<file path="config.mk">
export PLATFORM = sky130hd
export DESIGN_NAME = match_window_counter_flat
export DESIGN_NICKNAME = d
export VERILOG_FILES = /design/src/rtl/match_window_counter_if.sv /design/src/rtl/match_window_counter.sv /design/src/flat_wrapper.sv
export SDC_FILE = /design/constraint.sdc
export NUM_CORES = 1
export LEC_CHECK = 0
export ABC_CLOCK_PERIOD_IN_PS = 4800
export CORE_ASPECT_RATIO = 1.4
export CORE_MARGIN = 3
export CORE_UTILIZATION = 40
export CTS_CLUSTER_DIAMETER = 200
export DETAILED_ROUTE_END_ITERATION = 8
export GPL_TIMING_DRIVEN = 0
export PLACE_DENSITY = 0.7
export SLEW_MARGIN = 40
export SYNTH_ARGS = -nofsm -noshare
export SYNTH_HDL_FRONTEND = slang
export SYNTH_SLANG_ARGS = --single-unit
</file>
<file path="constraint.sdc">
create_clock -name clk -period 4.8 [get_ports clk]
set_clock_uncertainty 0.15 [all_clocks]
set_input_delay 0.96 -clock clk [delete_from_list [all_inputs] [get_ports clk]]
set_output_delay 0.96 -clock clk [all_outputs]
set_load 0.01 [all_outputs]
</file>
<file path="src/rtl/match_window_counter_if.sv">
// match_window_counter_if: control, match input and result handshake bundle
interface match_window_counter_if #(
  parameter int CNT_W = 8,
  parameter int WIN_W = 16
);
  logic             start;
  logic [WIN_W-1:0] win_len;
  logic             z;
  logic             busy;
  logic [CNT_W-1:0] cnt_out;
  logic             sat;
  logic             out_valid;
  logic             out_ready;
  modport master (
    output start, win_len, z, out_ready,
    input  busy, cnt_out, sat, out_valid
  );
  modport slave (
    input  start, win_len, z, out_ready,
    output busy, cnt_out, sat, out_valid
  );
endinterface

</file>
<file path="src/rtl/match_window_counter.sv">
// match_window_counter: counts z pulses over a W-cycle window and reports the saturated count
module match_window_counter #(
  parameter int CNT_W = 8,
  parameter int WIN_W = 16
) (
  input logic clk,
  input logic rst,
  match_window_counter_if.slave bus
);
  typedef enum logic [1:0] {IDLE, COUNT, REPORT} state_t;
  state_t state, next_state;
  logic [WIN_W-1:0] last, timer;
  logic [CNT_W-1:0] count, count_next, cnt_q;
  logic flag, flag_next, sat_q, valid_q, done;
  // timer compares against W-1, so W = 2^WIN_W-1 never needs the timer to wrap
  assign done = timer == last;
  // next count/saturation flag for the current z sample
  always_comb begin
    count_next = bus.z && !(&count) ? count + 1'b1 : count;
    flag_next = flag | (bus.z & (&count));
  end
  // state register
  always_ff @(posedge clk or posedge rst) begin
    if (rst) state <= IDLE;
    else state <= next_state;
  end
  // next-state logic
  always_comb begin
    next_state = state == IDLE ? (bus.start ? COUNT : IDLE) :
                 state == COUNT ? (done ? REPORT : COUNT) :
                 state == REPORT && !bus.out_ready ? REPORT : IDLE;
  end
  // window datapath and registered result
  always_ff @(posedge clk or posedge rst) begin
    if (rst) begin
      last <= '0;
      timer <= '0;
      count <= '0;
      flag <= 1'b0;
      cnt_q <= '0;
      sat_q <= 1'b0;
      valid_q <= 1'b0;
    end else if (state == IDLE && bus.start) begin
      last <= bus.win_len == '0 ? '0 : bus.win_len - 1'b1;
      timer <= '0;
      count <= '0;
      flag <= 1'b0;
    end else if (state == COUNT) begin
      count <= count_next;
      flag <= flag_next;
      timer <= timer + 1'b1;
      if (done) begin
        cnt_q <= count_next;
        sat_q <= flag_next;
        valid_q <= 1'b1;
      end
    end else if (state == REPORT && bus.out_ready) begin
      valid_q <= 1'b0;
    end
  end
  // outputs decoded from registers only
  always_comb begin
    bus.busy = state != IDLE;
    bus.cnt_out = cnt_q;
    bus.sat = sat_q;
    bus.out_valid = valid_q;
  end
endmodule

</file>
<file path="src/flat_wrapper.sv">
// flat-port wrapper written by rule: the top's interface ports become plain ports
module match_window_counter_flat 
#(
  parameter int CNT_W = 8,
  parameter int WIN_W = 16
)
  (clk, rst, bus_start, bus_win_len, bus_z, bus_out_ready, bus_busy, bus_cnt_out, bus_sat, bus_out_valid);
  match_window_counter_if #(.CNT_W(CNT_W), .WIN_W(WIN_W)) bus_i ();
  input logic clk;
  input logic rst;
  input wire logic [$bits(bus_i.start)-1:0] bus_start;
  input wire logic [$bits(bus_i.win_len)-1:0] bus_win_len;
  input wire logic [$bits(bus_i.z)-1:0] bus_z;
  input wire logic [$bits(bus_i.out_ready)-1:0] bus_out_ready;
  output wire logic [$bits(bus_i.busy)-1:0] bus_busy;
  output wire logic [$bits(bus_i.cnt_out)-1:0] bus_cnt_out;
  output wire logic [$bits(bus_i.sat)-1:0] bus_sat;
  output wire logic [$bits(bus_i.out_valid)-1:0] bus_out_valid;
  assign bus_i.start = bus_start;
  assign bus_i.win_len = bus_win_len;
  assign bus_i.z = bus_z;
  assign bus_i.out_ready = bus_out_ready;
  assign bus_busy = bus_i.busy;
  assign bus_cnt_out = bus_i.cnt_out;
  assign bus_sat = bus_i.sat;
  assign bus_out_valid = bus_i.out_valid;
  match_window_counter #(.CNT_W(CNT_W), .WIN_W(WIN_W)) u_core (.clk(clk), .rst(rst), .bus(bus_i));
endmodule
</file>
==> results.txt, run 1 <==
----------------------------------------------------
[Status]
  Outcome ... finished, final reports clean

[Worst setup path]
  Slowest Stage Delay on Critical Path ... between 0.5 and 0.6 ns
  End of the worst register-to-register path ... u_core.bus.cnt_out[0]$_DFFE_PP0P_
  CP startpoint kind ... input pin
  Worst-path cell chain ... clkdlybuf4s50_1 > inv_1 > ha_1 > or3b_2 > nor2_1 > a31o_2 > buf_2 > o21ai_0
  Critical path arrival ... 2.94 ns
  Register-to-register setup slack ... 2.33 ns
  Critical path capture point type ... flop
  Data required time at the worst endpoint ... a little under 5 ns
  Worst r2r src ... u_core.timer[2]$_DFFE_PP0P_
  CP max FO ... 10
  Path depth of the worst reg2reg path ... 6
  Critical setup path kind ... input pin to flop
  Cell at the slowest stage of the critical path ... sky130_fd_sc_hd__or3b_2

[Place]
  PortBufs ... 31
  Placed wire-length estimate ... between 4000 and 5000 um
  DP Area ... 0.00338 mm^2
  Gpl congestion ... 0.927

[Clock tree]
  Post-CTS Setup Repair Bufs ... 0
  Sinks on the clock net ... 53
  Clock Pin Slew Worst Setup and Hold Paths ... 0.09 ns
  Hold buffer count at cts ... 0
  Number of buffers on the longest clock path ... 2
  CTS H-tree lvls ... 2
  Latest clock arrival within the worst-skew pair ... 0.31 ns
  Cts bufs inserted ... 5
  Number of resized instances in the post-cts repair step ... 0
  Clock root buffer ... sky130_fd_sc_hd__clkbuf_8
  TritonCTS clock tree ... done

[Global routing]
  Number of antenna violations at the first check in global routing ... 0
  Wire length of the first global-routing pass ... 10500 um
  Global-route usage over all layers ... 0.157
  Total grt overflow ... 0
  Pin count of the biggest net entering global routing ... 34
  Number of global-route vias before repair ... around 2300

[Logic synthesis]
  Warning count from the yosys run ... 0
  Post-Synthesis Mean Instance Area ... roughly 9.3 um^2
  #FFs+latches synth ... between 50 and 60
  Yosys top cell area share ... 0.453
  Post-Syn Instances ... approximately 320
  Post-synth top cells ... sky130_fd_sc_hd__dfrtp_1, sky130_fd_sc_hd__nand2_1, sky130_fd_sc_hd__o21ai_0
  Predominant post-synthesis flop cell ... sky130_fd_sc_hd__dfrtp_1
  Synth Cell Area ... a little under 0.003 mm^2
  Dominant cell by count in the synthesized netlist ... sky130_fd_sc_hd__dfrtp_1
  EDFF count, synth ... 0
  Synth Net Count ... around 340
  Top cells by area, synth ... sky130_fd_sc_hd__dfrtp_1, sky130_fd_sc_hd__xnor2_1, sky130_fd_sc_hd__o21ai_0
  Ys async rst share ... 1.00
  Portion of the post-synthesis area used by sequential elements ... 0.453
  Netlist cell types ... 48
  Area leader, netlist ... sky130_fd_sc_hd__dfrtp_1

[Timing]
  Transition time at the pin with the least slew margin ... 0.627 ns
  Count of final setup violators ... 0
  Min Clock Period, post-route ... approximately 2.9 ns
  Maximum operating frequency ... ~340 MHz
  Hold WS ... roughly 0.36 ns
  Setup repair after global routing missed its margin ... no
  Worst max-slew margin expressed relative to the limit ... 0.578
  Hold violation count in the final report ... 0
  Final clock period utilization by the worst path ... 0.605
  Final setup TNS ... 0 ns
  Pins Over Slew Limit ... 0

[Drt]
  Vias per std cell ... about 5.3
  Number of remaining DRC errors ... 0
  Vias ... 2374
  Iter 0 DRT Violations ... 80
  Routed len/inst ... ~14 um
  TritonRoute pass-1 iters ... 4
  Number of nets with antenna violations after detailed routing ... 0
  Detailed-route wire length ... roughly 6200 um

[Layout]
  Final Instance Area ... 0.00347 mm^2
  Fraction of layout instances using a drive strength above 1 ... 0.0650
  Number of fillers in the final layout ... approximately 680
  Final net count ... between 300 and 400
  N_diodes ... 0
  Sequential cell area in the final layout ... ~0.0013 mm^2
  Multi-input gate area ... ~0.0015 mm^2
  Area overhead of the layout relative to synthesis ... 18.4%

[Die]
  Floorplan row count ... 36
  DIE WIDTH ... 78.3 um
  Initial core utilization ... 0.417
  Die Ht ... 107 um
  Total Die Area ... ~0.0084 mm^2
  Top-level I/O count ... 32
  Core region area ... approximately 0.007 mm^2

[Power]
  VDD IR max ... ~160 uV
  Total power consumption of the routed design ... between 1.5 and 2 mW
  Cell leakage power ... ~1.4 nW
  Power per unit of standard cell area ... between 400 and 500 mW/mm^2

[Job]
  Number of violations of the max-capacitance limit ... 0

[Min path]
  Number of cells traversed by the worst hold path ... 2
  Min-Delay Path Class ... flop to flop
  Worst Min Path Start ... u_core.last[15]$_DFFE_PP0P_
  Worst Hold Endpoint ... u_core.last[15]$_DFFE_PP0P_

----------------------------------------------------
## sequential cells by signal, summed over array words and instances (netlist names)
register	count
u_core.last	16
u_core.timer	16
u_core.bus.cnt_out	8
u_core.count	8
u_core.state	2
u_core.bus.out_valid	1
u_core.bus.sat	1
u_core.flag	1
## report_power, final
part	switching [mW]	internal, mW
combinational	0.303	0.256
sequential	0.140	0.582
clock	0.139	0.115
## per-layer routing
layer	global-route usage	wire length [um]	up-vias
li1	-	-	1190
met1	0.174	2590	1131
met2	0.295	3300	43
met3	0.0277	191	10
met4	0.0588	120	0
met5	0	0	-
## stage by stage
stage / setup slack, ns / instances / utilization
4_1_cts: 1.88 / 449 / 0.493
3_5_place_dp: 1.55 / 442 / 0.481
5_1_grt: 1.78 / 449 / 0.493
6_report: 1.89 / 449 / 0.493
2_1_floorplan: 2.32 / 315 / -
3_3_place_gp: 1.41 / 441 / 0.478
## layout make-up
type / instances / area share
clock buffer: 7 / 0.0249
tap: 95 / 0.0343
multi-input combinational: 240 / 0.433
timing repair buffer: 32 / 0.0953
inverter: 9 / 0.0105
sequential: 53 / 0.383
buffer: 13 / 0.0191
## logic make-up after synthesis
logic type / count (synthesis) / synth area share
AND/OR/NAND/NOR: 123 / 0.216
AO/OA/AOI/OAI: 70 / 0.138
flip-flops: 53 / 0.453
XOR/XNOR: 32 / 0.0983
buffers and inverters: 22 / 0.0342
multiplexers: 12 / 0.0479
adder cells (fa/ha/maj): 3 / 0.0128
## worst max-delay path, delay by kind of cell
kind / cells / cell delay [ns]
simple gates: 2 / 0.74
buf+inv: 3 / 0.73
compound gates: 2 / 0.34
fa+ha+maj: 1 / 0.19
## worst max-delay path by stage
stage	depth (start not counted)	start	slack [ns]	to
after floorplan	7	bus_win_len[0]	2.32	u_core.last[11]$_DFFE_PP0P_
after global placement	2	rst	1.41	u_core.bus.cnt_out[0]$_DFFE_PP0P_
after detailed placement	8	bus_win_len[0]	1.55	u_core.last[8]$_DFFE_PP0P_
after CTS	8	bus_win_len[0]	1.88	u_core.last[8]$_DFFE_PP0P_
after global routing	8	bus_win_len[0]	1.78	u_core.last[5]$_DFFE_PP0P_
final	8	bus_win_len[0]	1.89	u_core.last[8]$_DFFE_PP0P_
## cell usage in the layout (no fill, tap or decap), types with 2 or more instances in the layout
| master | count |
|---|---|
| sky130_fd_sc_hd__xnor2_1 | 28 |
| sky130_fd_sc_hd__o31ai_1 | 4 |
| sky130_fd_sc_hd__nor2_1 | 24 |
| sky130_fd_sc_hd__clkdlybuf4s50_1 | 31 |
| sky130_fd_sc_hd__clkbuf_1 | 10 |
| sky130_fd_sc_hd__buf_2 | 2 |
| sky130_fd_sc_hd__buf_6 | 2 |
| sky130_fd_sc_hd__and3_1 | 6 |
| sky130_fd_sc_hd__or4_1 | 3 |
| sky130_fd_sc_hd__nor3_1 | 7 |
| sky130_fd_sc_hd__mux2i_1 | 8 |
| sky130_fd_sc_hd__a21oi_1 | 20 |
| sky130_fd_sc_hd__clkbuf_8 | 6 |
| sky130_fd_sc_hd__o21ai_0 | 31 |
| sky130_fd_sc_hd__dfrtp_1 | 53 |
| sky130_fd_sc_hd__or3_1 | 4 |
| sky130_fd_sc_hd__mux2_4 | 4 |
| sky130_fd_sc_hd__a211oi_1 | 2 |
| sky130_fd_sc_hd__and4_1 | 3 |
| sky130_fd_sc_hd__xor2_1 | 3 |
| sky130_fd_sc_hd__nand3_1 | 14 |
| sky130_fd_sc_hd__ha_1 | 3 |
| sky130_fd_sc_hd__and2_1 | 3 |
| sky130_fd_sc_hd__inv_1 | 8 |
| sky130_fd_sc_hd__nor4_1 | 2 |
| sky130_fd_sc_hd__o22ai_1 | 2 |
| sky130_fd_sc_hd__nor2b_1 | 2 |
| sky130_fd_sc_hd__nand2_1 | 41 |
| sky130_fd_sc_hd__nand4_1 | 5 |
No activity file was read; power rests on OpenSTA's default activity.
==> inputs of run 2 (changes only) <==
ABC_CLOCK_PERIOD_IN_PS = 2700   (was 4800)
clock period = 2.7 ns   (was 4.8 ns; I/O delays follow)
==> run 2 against run 1 <==
Against the previous run: final cell count is the same; die area is the same; critical endpoint is now u_core.bus.cnt_out[0]$_DFFE_PP0P_; clock power grew 78%; register-to-register slack lost 2.1 ns; wire length is essentially flat; sequential share of layout area is the same; combinational power grew 78%; non-clock buffer count is the same; utilization is the same; setup slack lost 1.7 ns.
==> results.txt, run 2 (synthesized netlist as in run 1, its figures left out) <==
----------------------------------------------------
[Power]
  Cell leakage power ... 1.43 nW
  Power per unit of standard cell area ... 788 mW/mm^2
  VDD IR max ... roughly 280 uV

[Die]
  Initial core utilization ... 0.417
  Top-level I/O count ... 32
  Total Die Area ... 0.00840 mm^2
  DIE WIDTH ... 78.3 um
  Floorplan row count ... 36
  Die Ht ... 107 um
  Core region area ... ~0.0070 mm^2

[Drt]
  Number of nets with antenna violations after detailed routing ... 0
  Vias ... 2378
  TritonRoute pass-1 iters ... 4
  Routed wire length on met2 ... around 3300 um
  Wl on met1 ... 2600 um
  Amount of wire on met3 after detailed routing ... between 150 and 200 um
  Top routing layer in use ... met4
  Number of remaining DRC errors ... 0
  Detailed-route wire length ... ~6200 um
  Iter 0 DRT Violations ... 83
  Vias per std cell ... ~5.3
  Routed len/inst ... between 10 and 15 um

[Clock tree]
  Number of buffers on the longest clock path ... 2
  Sinks on the clock net ... 53
  Latest clock arrival within the worst-skew pair ... between 0.3 and 0.4 ns
  TritonCTS clock tree ... done
  Cts bufs inserted ... 5
  Number of resized instances in the post-cts repair step ... 0
  Clock Pin Slew Worst Setup and Hold Paths ... 0.10 ns
  Post-CTS Setup Repair Bufs ... 0
  CTS H-tree lvls ... 2
  Hold buffer count at cts ... 0
  Clock root buffer ... sky130_fd_sc_hd__clkbuf_8

[Min path]
  Min-Delay Path Class ... flop to flop
  Worst Hold Endpoint ... u_core.last[15]$_DFFE_PP0P_
  Number of cells traversed by the worst hold path ... 2
  Worst Min Path Start ... u_core.last[15]$_DFFE_PP0P_

[Timing]
  Final clock period utilization by the worst path ... 0.920
  Hold violation count in the final report ... 0
  Least setup slack across all paths after layout ... around 0.22 ns
  Worst max-slew margin expressed relative to the limit ... 0.581
  Maximum operating frequency ... 403 MHz
  Transition time at the pin with the least slew margin ... a little over 0.6 ns
  Pins Over Slew Limit ... 0
  Count of final setup violators ... 0
  Setup repair after global routing missed its margin ... no
  Min Clock Period, post-route ... ~2.5 ns

[Layout]
  Biggest registers after layout ... u_core.last: 16 flops, u_core.timer: 16 flops
  Commonest non-fill, non-tap cell in the layout ... sky130_fd_sc_hd__dfrtp_1
  Final net count ... between 300 and 400
  Fraction of layout instances using a drive strength above 1 ... 0.0650
  Area overhead of the layout relative to synthesis ... 18.4%
  N_diodes ... 0
  Commonest cells after routing, fill and taps aside ... sky130_fd_sc_hd__dfrtp_1, sky130_fd_sc_hd__nand2_1, sky130_fd_sc_hd__o21ai_0, sky130_fd_sc_hd__clkdlybuf4s50_1, sky130_fd_sc_hd__xnor2_1
  Final Non-Filler Cells ... roughly 450

[Place]
  Placed wire-length estimate ... just under 5000 um
  Minimum setup slack after placement ... -0.128 ns
  Gpl congestion ... roughly 0.93
  Number of cells in the design after placement ... around 440
  PortBufs ... 31

[Worst setup path]
  CP startpoint kind ... flop
  Critical path capture point type ... flop
  Slowest Stage Delay on Critical Path ... between 0.6 and 0.7 ns
  Worst-path cell chain ... xnor2_1 > nand4_1 > nor4_4 > and2_1 > buf_6 > mux2_4
  Data required time at the worst endpoint ... 2.74 ns
  Critical setup path kind ... flop to flop
  Cell at the slowest stage of the critical path ... sky130_fd_sc_hd__nor4_4
  Worst r2r src ... u_core.timer[2]$_DFFE_PP0P_
  End of the worst register-to-register path ... u_core.bus.cnt_out[0]$_DFFE_PP0P_
  Register-to-register setup slack ... 0.22 ns
  CP max FO ... 9
  Critical path arrival ... 2.53 ns
  Path depth of the worst reg2reg path ... 6

[Job]
  Number of violations of the max-capacitance limit ... 0

[Global routing]
  Global-route usage over all layers ... 0.157
  Number of global-route vias before repair ... around 2300
  Pin count of the biggest net entering global routing ... 34
  Total grt overflow ... 0
  Number of antenna violations at the first check in global routing ... 0
  Wire length of the first global-routing pass ... approximately 11000 um

[Status]
  Outcome ... finished, final reports clean

----------------------------------------------------
## run 2: cell counts in the layout (fill, tap and decap cells not counted)
No cell type changed its count.
## run 2: how the worst max path moves through the flow
stage,startpoint,to
CTS,bus_win_len[0],u_core.last[8]$_DFFE_PP0P_
global placement,rst,u_core.bus.cnt_out[0]$_DFFE_PP0P_
finish,u_core.timer[2]$_DFFE_PP0P_,u_core.bus.cnt_out[0]$_DFFE_PP0P_
floorplan,bus_win_len[0],u_core.last[11]$_DFFE_PP0P_
global route,bus_win_len[0],u_core.last[5]$_DFFE_PP0P_
detailed placement,bus_win_len[0],u_core.last[8]$_DFFE_PP0P_
## run 2: critical path, delay by kind of cell (launching register included)
family,cells,cell delay (ns)
AND/OR/NAND/NOR,3,1.04
flip-flops,1,0.45
multiplexers,1,0.30
XOR/XNOR,1,0.26
buffers and inverters,1,0.15
## run 2: final cells by class
class | count | area, um^2
plain buffers | 13 | 66.3
clock buffers | 7 | 86.3
fillers | 677 | 3560
inverters | 9 | 36.3
multi-input cells | 240 | 1500
flip-flops and latches | 53 | 1330
well taps | 95 | 119
repair buffers | 32 | 330
## run 2: stage by stage
step | instance area (um^2) | utilization | total power, mW | hold slack (ns) | TNS, ns
floorplan | 2930 | - | 1.98 | 0.316 | 0
global placement | 3360 | 0.478 | 2.25 | 0.336 | -15.06
detailed placement | 3380 | 0.481 | 2.30 | 0.343 | -1.19
CTS | 3470 | 0.493 | 2.76 | 0.359 | 0
global route | 3470 | 0.493 | 2.94 | 0.382 | 0
finish | 3470 | 0.493 | 2.73 | 0.356 | 0
## run 2: per-layer routing
layer  vias up  global-route usage
li1       1190                   -
met5         -                   0
met1      1134               0.174
met3        12              0.0277
met4         0              0.0575
met2        42               0.295
## run 2: report_power, final
part	switching, mW	internal, mW	total (mW)
clock network	0.249	0.204	0.453
registers	0.248	1.04	1.28
logic	0.540	0.455	0.995
total	1.04	1.69	2.73
==> inputs of run 3 (changes only) <==
GPL_TIMING_DRIVEN = unset   (was 0)
RECOVER_POWER = 50   (was unset)
==> run 3 against run 2 <==
Against the previous run: flip-flop and latch count is the same; combinational power shrank 2.8%; sequential share of layout area shrank 0.52 points; largest power group unchanged; highest routed layer unchanged.
==> results.txt, run 3 (synthesized netlist as in run 1, its figures left out) <==
----------------------------------------------------
[Status]
  Outcome ... finished, final reports clean

[Drt]
  Number of remaining DRC errors ... 0
  TritonRoute pass-1 iters ... 5
  Number of nets with antenna violations after detailed routing ... 0
  Detailed-route wire length ... between 6000 and 7000 um
  Vias ... 2379
  Vias per std cell ... roughly 5.3
  Iter 0 DRT Violations ... 59
  Routed len/inst ... ~14 um

[Worst setup path]
  Critical setup path kind ... input pin to flop
  Slowest Stage Delay on Critical Path ... 0.58 ns
  Worst-path cell chain ... clkdlybuf4s50_1 > or4_1 > nor3_1 > a31o_2 > buf_4 > o21ai_0
  CP max FO ... 5
  Critical path capture point type ... flop
  CP startpoint kind ... input pin
  Critical path arrival ... approximately 2.4 ns
  Cell at the slowest stage of the critical path ... sky130_fd_sc_hd__or4_1
  Data required time at the worst endpoint ... approximately 2.7 ns

[Layout]
  Final Non-Filler Cells ... about 450
  N_diodes ... 0
  Number of fillers in the final layout ... ~700
  Fraction of layout instances using a drive strength above 1 ... 0.0847
  Commonest cells after routing, fill and taps aside ... sky130_fd_sc_hd__dfrtp_1, sky130_fd_sc_hd__nand2_1, sky130_fd_sc_hd__o21ai_0
  Final net count ... between 300 and 400
  Biggest registers after layout ... u_core.last: 16 flops, u_core.timer: 16 flops
  Area overhead of the layout relative to synthesis ... 20.0%
  Commonest non-fill, non-tap cell in the layout ... sky130_fd_sc_hd__dfrtp_1

[Global routing]
  Global-route usage over all layers ... 0.154
  Number of global-route vias before repair ... roughly 2300
  Wire length of the first global-routing pass ... around 10000 um
  Number of antenna violations at the first check in global routing ... 0
  Pin count of the biggest net entering global routing ... 32
  Total grt overflow ... 0

[Min path]
  Min-Delay Path Class ... flop to flop

[Clock tree]
  Sinks on the clock net ... between 50 and 60
  CTS H-tree lvls ... 2
  TritonCTS clock tree ... done
  Clock root buffer ... sky130_fd_sc_hd__clkbuf_8
  Post-CTS Setup Repair Bufs ... 0
  Number of buffers on the longest clock path ... 2
  Clock Pin Slew Worst Setup and Hold Paths ... about 0.090 ns
  Number of resized instances in the post-cts repair step ... 0
  Hold buffer count at cts ... 0
  Latest clock arrival within the worst-skew pair ... 0.30 ns
  Cts bufs inserted ... 5

[Timing]
  Min Clock Period, post-route ... 2.33 ns
  Hold WS ... approximately 0.35 ns
  Count of final setup violators ... 0
  Hold violation count in the final report ... 0
  Final clock period utilization by the worst path ... 0.862
  Maximum operating frequency ... 430 MHz
  Pins Over Slew Limit ... 0
  Transition time at the pin with the least slew margin ... approximately 0.87 ns
  Worst max-slew margin expressed relative to the limit ... 0.417
  Setup repair after global routing missed its margin ... no
  Final setup TNS ... 0 ns

[Power]
  VDD IR max ... ~320 uV
  Power per unit of standard cell area ... approximately 800 mW/mm^2
  Cell leakage power ... 1.47 nW

[Die]
  DIE WIDTH ... a little under 80 um
  Die Ht ... 107 um
  Floorplan row count ... 36
  Total Die Area ... roughly 0.0084 mm^2
  Top-level I/O count ... 32
  Initial core utilization ... 0.417
  Core region area ... ~0.007 mm^2

[Place]
  Number of cells in the design after placement ... around 440
  Gpl congestion ... 0.891
  PortBufs ... 31
  Placed wire-length estimate ... approximately 4700 um

[Job]
  Number of violations of the max-capacitance limit ... 0

----------------------------------------------------
run 3: changes by cell type in the layout (fill, tap and decap cells not counted):
cell                              previous run  this run
sky130_fd_sc_hd__bufinv_16                   0         1
sky130_fd_sc_hd__clkdlybuf4s50_1            31        30
sky130_fd_sc_hd__buf_2                       2         0
sky130_fd_sc_hd__buf_4                       0        11
sky130_fd_sc_hd__inv_1                       8         9
sky130_fd_sc_hd__inv_4                       1         0
sky130_fd_sc_hd__clkbuf_1                   10         2
sky130_fd_sc_hd__dlygate4sd3_1               0         1
sky130_fd_sc_hd__buf_6                       2         0
run 3: final timing paths:
| path | from | to | slack, ns | cells after the start |
|---|---|---|---|---|
| setup / recovery | bus_win_len[13] | u_core.last[7]$_DFFE_PP0P_ | 0.37 | 6 |
| hold / removal | u_core.last[2]$_DFFE_PP0P_ | u_core.last[2]$_DFFE_PP0P_ | 0.35 | 2 |
| setup reg to reg | u_core.timer[3]$_DFFE_PP0P_ | u_core.bus.cnt_out[7]$_DFFE_PP0P_ | 0.43 | 5 |
| hold reg to reg | u_core.last[2]$_DFFE_PP0P_ | u_core.last[2]$_DFFE_PP0P_ | 0.35 | 2 |
| max in group asynchronous | rst | u_core.count[0]$_DFFE_PP0P_ | 1.04 | 3 |
| min in group asynchronous | rst | u_core.bus.out_valid$_DFFE_PP0P_ | 0.71 | 2 |
run 3: critical path, delay by kind of cell:
| kind | cells | cell delay (ns) |
|---|---|---|
| AO/OA/AOI/OAI | 2 | 0.34 |
| buffers and inverters | 2 | 0.57 |
| AND/OR/NAND/NOR | 2 | 0.91 |
run 3: layout make-up:
| cell class | instances | area, um^2 | area share |
|---|---|---|---|
| Inverter | 9 | 33.8 | 0.00962 |
| Tap cell | 95 | 119 | 0.0338 |
| Clock buffer | 7 | 86.3 | 0.0246 |
| Clock inverter | 1 | 30.0 | 0.00855 |
| Timing Repair Buffer | 44 | 417 | 0.119 |
| Multi-Input combinational cell | 240 | 1500 | 0.427 |
| Sequential cell | 53 | 1330 | 0.377 |
run 3: per-layer routing:
metal / up-vias / global-route usage / routed length (um)
li1: 1181 / - / -
met1: 1123 / 0.172 / 2520
met2: 65 / 0.298 / 3330
met3: 10 / 0.0227 / 215
met4: 0 / 0.0450 / 80
met5: - / 0 / 0
run 3: power by group:
group          switching [mW]  total, mW  internal, mW
clock network           0.245      0.547         0.302
logic                   0.513      0.967         0.454
registers               0.265       1.30          1.03
run 3: metrics by stage:
step	util	setup WS [ns]	cell area [um^2]	power, mW
detailed placement	0.484	0.0582	3400	2.29
CTS	0.501	0.382	3520	2.85
global placement	0.484	0.0687	3400	2.26
global route	0.500	0.301	3510	3.02
floorplan	-	0.636	2930	1.98
finish	0.500	0.373	3510	2.81
